[config.mk]
export PLATFORM = sky130hd
export DESIGN_NAME = ro_pair_counter
export DESIGN_NICKNAME = d
export VERILOG_FILES = /design/src/rtl/ro_puf_pkg.sv /design/src/rtl/ro_edge_counter.sv /design/src/rtl/ro_pair_counter.sv
export SDC_FILE = /design/constraint.sdc
export NUM_CORES = 1
export LEC_CHECK = 0
export CORE_AREA = 8 8 94 96
export DETAILED_ROUTE_END_ITERATION = 16
export DIE_AREA = 0 0 102 104
export PLACE_DENSITY = 0.76
export SLEW_MARGIN = 10
export SYNTH_ARGS = -nofsm -noshare
export SYNTH_HDL_FRONTEND = slang
export SYNTH_SLANG_ARGS = --single-unit
export TNS_END_PERCENT = 5
[constraint.sdc]
create_clock -name clk -period 5 [get_ports clk]
set_input_delay 0.5 -clock clk [delete_from_list [all_inputs] [get_ports clk]]
set_output_delay 0.5 -clock clk [all_outputs]
set_load 0.005 [all_outputs]
[src/rtl/ro_puf_pkg.sv]
// Shared types for the ring-oscillator PUF measurement path.
// Imported by the pair counter, its edge counters and the response collector.
package ro_puf_pkg;

    typedef enum logic [1:0] {
        IDLE,
        SETTLE,
        COUNT,
        DONE
    } state_t;

    localparam int SYNC_STAGES_DEF = 2;
    localparam int CNT_W_DEF       = 16;

    typedef logic [CNT_W_DEF-1:0] cnt_t;

endpackage

[src/rtl/ro_edge_counter.sv]
// One RO input: synchroniser, rising-edge detect and saturating counter.
// The sync/prev chain runs in every state; en only gates the counter.
module ro_edge_counter
    import ro_puf_pkg::*;
#(
    parameter int SYNC_STAGES = SYNC_STAGES_DEF,
    parameter int CNT_W       = CNT_W_DEF
) (
    input  logic             clk,
    input  logic             rst_n,
    input  logic             ro,
    input  logic             clr,
    input  logic             en,
    output logic [CNT_W-1:0] cnt,
    output logic             sat
);

    logic [SYNC_STAGES-1:0] sync;
    logic                   prev;
    logic                   rise;
    logic                   full;

    always_ff @(posedge clk) begin
        if (!rst_n) begin
            sync <= '0;
            prev <= 1'b0;
        end else begin
            sync <= {sync[SYNC_STAGES-2:0], ro};
            prev <= sync[SYNC_STAGES-1];
        end
    end

    assign rise = sync[SYNC_STAGES-1] & ~prev;
    assign full = &cnt;

    // A rise that would wrap the counter is dropped and flagged instead.
    always_ff @(posedge clk) begin
        if (!rst_n) begin
            cnt <= '0;
            sat <= 1'b0;
        end else if (clr) begin
            cnt <= '0;
            sat <= 1'b0;
        end else if (en && rise) begin
            if (full) begin
                sat <= 1'b1;
            end else begin
                cnt <= cnt + CNT_W'(1);
            end
        end
    end

endmodule

[src/rtl/ro_pair_counter.sv]
// RO pair measurement: settle, count both ROs over a gate window,
// then compare the counts into one response bit.
module ro_pair_counter
    import ro_puf_pkg::*;
#(
    parameter int GATE_W      = 16,
    parameter int CNT_W       = 16,
    parameter int SYNC_STAGES = SYNC_STAGES_DEF
) (
    input  logic              clk,
    input  logic              rst_n,
    input  logic              ro_a_i,
    input  logic              ro_b_i,
    input  logic [GATE_W-1:0] gate_cycles_i,
    input  logic              start_i,
    output logic              busy_o,
    output logic              done_o,
    output logic [CNT_W-1:0]  cnt_a_o,
    output logic [CNT_W-1:0]  cnt_b_o,
    output logic              resp_o,
    output logic              tie_o,
    output logic              sat_o
);

    localparam int SET_W = $clog2(SYNC_STAGES + 1) + 1;
    localparam logic [SET_W-1:0] SET_LAST = SET_W'(SYNC_STAGES);

    state_t            state;
    state_t            state_nx;
    logic [GATE_W-1:0] gate_left;
    logic [SET_W-1:0]  settle_cnt;
    logic              accept;
    logic              count_en;
    logic              sat_a;
    logic              sat_b;
    logic              gt;
    logic              eq;
    logic              resp_q;
    logic              tie_q;

    assign accept   = (state == IDLE) && start_i;
    assign count_en = (state == COUNT);

    ro_edge_counter #(
        .SYNC_STAGES(SYNC_STAGES),
        .CNT_W      (CNT_W)
    ) u_cnt_a (
        .clk  (clk),
        .rst_n(rst_n),
        .ro   (ro_a_i),
        .clr  (accept),
        .en   (count_en),
        .cnt  (cnt_a_o),
        .sat  (sat_a)
    );

    ro_edge_counter #(
        .SYNC_STAGES(SYNC_STAGES),
        .CNT_W      (CNT_W)
    ) u_cnt_b (
        .clk  (clk),
        .rst_n(rst_n),
        .ro   (ro_b_i),
        .clr  (accept),
        .en   (count_en),
        .cnt  (cnt_b_o),
        .sat  (sat_b)
    );

    always_ff @(posedge clk) begin
        if (!rst_n) begin
            state <= IDLE;
        end else begin
            state <= state_nx;
        end
    end

    always_comb begin
        state_nx = state;
        unique case (state)
            IDLE: begin
                if (start_i) begin
                    state_nx = SETTLE;
                end
            end
            SETTLE: begin
                if (settle_cnt == SET_LAST) begin
                    state_nx = (gate_left == '0) ? DONE : COUNT;
                end
            end
            COUNT: begin
                if (gate_left == GATE_W'(1)) begin
                    state_nx = DONE;
                end
            end
            DONE: begin
                state_nx = IDLE;
            end
            default: begin
                state_nx = IDLE;
            end
        endcase
    end

    always_ff @(posedge clk) begin
        if (!rst_n) begin
            gate_left  <= '0;
            settle_cnt <= '0;
            resp_q     <= 1'b0;
            tie_q      <= 1'b0;
        end else if (accept) begin
            gate_left  <= gate_cycles_i;
            settle_cnt <= '0;
            resp_q     <= 1'b0;
            tie_q      <= 1'b0;
        end else begin
            if (state == SETTLE) begin
                settle_cnt <= settle_cnt + SET_W'(1);
            end
            if (state == COUNT) begin
                gate_left <= gate_left - GATE_W'(1);
            end
            if (state == DONE) begin
                resp_q <= gt;
                tie_q  <= eq;
            end
        end
    end

    assign gt = (cnt_a_o > cnt_b_o);
    assign eq = (cnt_a_o == cnt_b_o);

    // The last COUNT edge lands in the counters on DONE entry, so the
    // DONE cycle compares live and the holding registers take over after.
    assign resp_o = (state == DONE) ? gt : resp_q;
    assign tie_o  = (state == DONE) ? eq : tie_q;
    assign sat_o  = sat_a | sat_b;
    assign busy_o = (state != IDLE);
    assign done_o = (state == DONE);

endmodule
==> metrics.cfg <==
[clocking]
cts.path.max_buffers = 2
clockRootBuffer = clkbuf_8
cts_resized = 0
postCtsHoldBufs = 0
cts_tree = yes
worstSkewPairLatency_ns = 0.34
cts_made_buffers = 9
postCtsSetupRepairBufs = 0
h-tree-depth = 3
clk_pin_slew_worst_paths_ns = 0.07
cts_sinks = 63

[global_route]
grt_first_pass_wirelength_mm = 13.52
grt.total_usage_pct = 15.58
overflow = 0
grt_pass1_vias = 2881
antenna_found_initial = 0
grt_max_degree = 39

[layout]
final-instance-count-excl-fill = 571
multi_input_area_um2 = 2012
final_cell_mix = dfxtp_1 (63), clkdlybuf4s50_1 (57), nor2_1 (43), ha_1 (28), inv_1 (27)
nets = 513
area_growth_pct = 23.65
ff_latch_area_um2 = 1261
fin_util_pct = 57.36
n_fill_cell = 713
final_common_cell = dfxtp_1
design_area_um2 = 4272
drive_above_1_share_pct = 4.691
num_antenna_cells = 0

[synthesis]
synth_nets = 459
yosys.area.top_type = dfxtp_1
synth-main-ff-cell = dfxtp_1
synth_area_um2 = 3455
ys_async_sr_fraction_pct = 0
yosysSeqAreaShare_pct = 36.51
synth_area_leaders = dfxtp_1 (37%), ha_1 (10%), xnor2_1 (6.3%), nor2_1 (4.7%), a21oi_1 (3.0%)
avgSynthCellArea_um2 = 8.426
synth.distinct_cells = 48
ys_ff_latch = 63
yosysTopAreaCellShare_pct = 36.51
netlist_instances = 410
synth_edf_count = 0
yosysWarnings = 0

[worst_setup_path]
max_stage_delay_ns = 0.51
cp_slowest_cell = clkdlybuf4s50_1
crit_fanout = 4
crit_family = simple AND/OR/NAND/NOR gates
cp.required_ns = 4.50
cp-start-kind = register
crit_chain = inv_1 -> ha_1 -> nand3_1 -> nor4_1 -> o21ai_0 -> o211ai_1 -> and2_1 -> clkdlybuf4s50_1
path_class = register to output port
worst-path-buf-inv = 2
end_kind = output port
crit_arrival_ns = 2.58

[routing]
wl_mm = 8.181
first_pass_iters = 7
wl_per_cell_um = 14.33
viasPerCell = 5.354
vias = 3057
initialDrtViolationCount = 75
antenna_left = 0
drc_errors = 0

[placement]
place.gp.congestion = 0.8840
hpwl_mm = 6.091
post-place-cells = 555
dp_slack_ns = 2.302
placed_area_um2 = 4095
portBuffers = 57

[min_path]
hold_path.class = register to register

[floorplanning]
die-area_um2 = 10610
die_x_um = 102
num_rows = 32
initial_core_util_pct = 46.39
core-area_um2 = 7447
chipHeight_um = 104
num_io_pins = 58

[timing]
setup_slack_ns = 1.925
setup_violations = 0
finalCriticalPeriod_ns = 3.075
slew_headroom_pct = 34.22
fin_skew_ns = 0.005293
tns_ns = 0
tightestPinTransition_ns = 0.9777
finalHoldViolations = 0
max_freq_mhz = 325.2
finalCritPeriodShare_pct = 61.51
drv_slew = 0
rsz0062_at_grt = false

[power]
p_per_area_nw_per_um2 = 329.8
ir_drop_mv = 0.2874
power.leakage_nw = 1.591

[job]
max-cap-violations = 0

[run_status]
status = finished, final reports clean

[sequential cells by signal, indices dropped and copies added (netlist names)]
register and cells:
u_cnt_b.prev 1, gate_left 16, tie_q 1, u_cnt_a.sync 2, u_cnt_b.sat 1, u_cnt_b.sync 2
u_cnt_a.prev 1, u_cnt_a.sat 1, u_cnt_b.cnt 16, settle_cnt 3, state 2, resp_q 1
u_cnt_a.cnt 16
[cell usage after synthesis (2+ instances only)]
master	count
a211oi_1	4
a21o_1	2
a21oi_1	21
a31oi_1	7
and2_1	8
and3_1	5
and3b_1	2
and4_1	3
buf_1	2
buf_6	2
clkbuf_1	12
dfxtp_1	63
ha_1	28
inv_1	27
mux2i_1	2
nand2_1	26
nand2b_1	3
nand3_1	15
nand3b_1	2
nand4_1	13
nor2_1	43
nor2b_1	2
nor3_1	11
nor3_2	2
nor4_1	11
o2111ai_1	2
o211a_1	7
o211ai_1	3
o21ai_0	18
o21ai_1	2
or2_2	2
or3_1	7
or4_1	5
xnor2_1	25
xor2_1	10
[path summary, 6_finish.rpt]
check / cells after the start / startpoint / to / slack (ns)
worst max register to register: 6 / state[0]$_SDFFE_PN0P_ / gate_left[9]$_SDFFE_PN0P_ / 2.57
worst min-delay path: 1 / u_cnt_a.sync[0]$_SDFF_PN0_ / u_cnt_a.sync[1]$_SDFF_PN0_ / 0.44
worst min register to register: 1 / u_cnt_a.sync[0]$_SDFF_PN0_ / u_cnt_a.sync[1]$_SDFF_PN0_ / 0.44
worst max-delay path: 8 / u_cnt_b.cnt[14]$_SDFFE_PP0P_ / resp_o / 1.92
[power by group]
| group | internal (W) | switching [W] |
|---|---|---|
| combinational | 0.000179 | 0.000219 |
| sequential | 0.000561 | 0.0000553 |
| clock | 0.000206 | 0.000188 |
[cell families after synthesis]
group                    Yosys count  synth area share [%]
XOR/XNOR                          35                 8.873
AO/OA/AOI/OAI                     74                 13.73
buffers and inverters             44                 5.252
multiplexers                       2                0.5795
AND/OR/NAND/NOR                  164                 24.92
adder cells (fa/ha/maj)           28                 10.14
flip-flops                        63                 36.51
[layer usage]
layer	part of all wire [%]	track usage (%)	up-vias	routed length (um)
met5	0	0	-	0
met4	0.94	3.987	0	77
met3	6.8	5.288	7	558
met2	48	26.47	91	3955
met1	44	17.95	1397	3590
li1	-	-	1562	-
[layout make-up]
cell class	count	share of cell area (%)
Clock buffer	13	3.720
Sequential cell	63	29.53
Inverter	27	2.373
Tap cell	102	2.988
Clock inverter	3	0.4101
Multi-Input combinational cell	303	47.10
Timing Repair Buffer	60	13.88
[metrics by stage]
stage | total power [W] | hold slack, ns
after global placement | 0.001007 | 0.4273
final | 0.001409 | 0.4397
after detailed placement | 0.001024 | 0.4302
after global routing | 0.001495 | 0.4641
after floorplan | 0.0009206 | 0.4119
after CTS | 0.001421 | 0.4467
No activity file was read; power rests on OpenSTA's default activity.
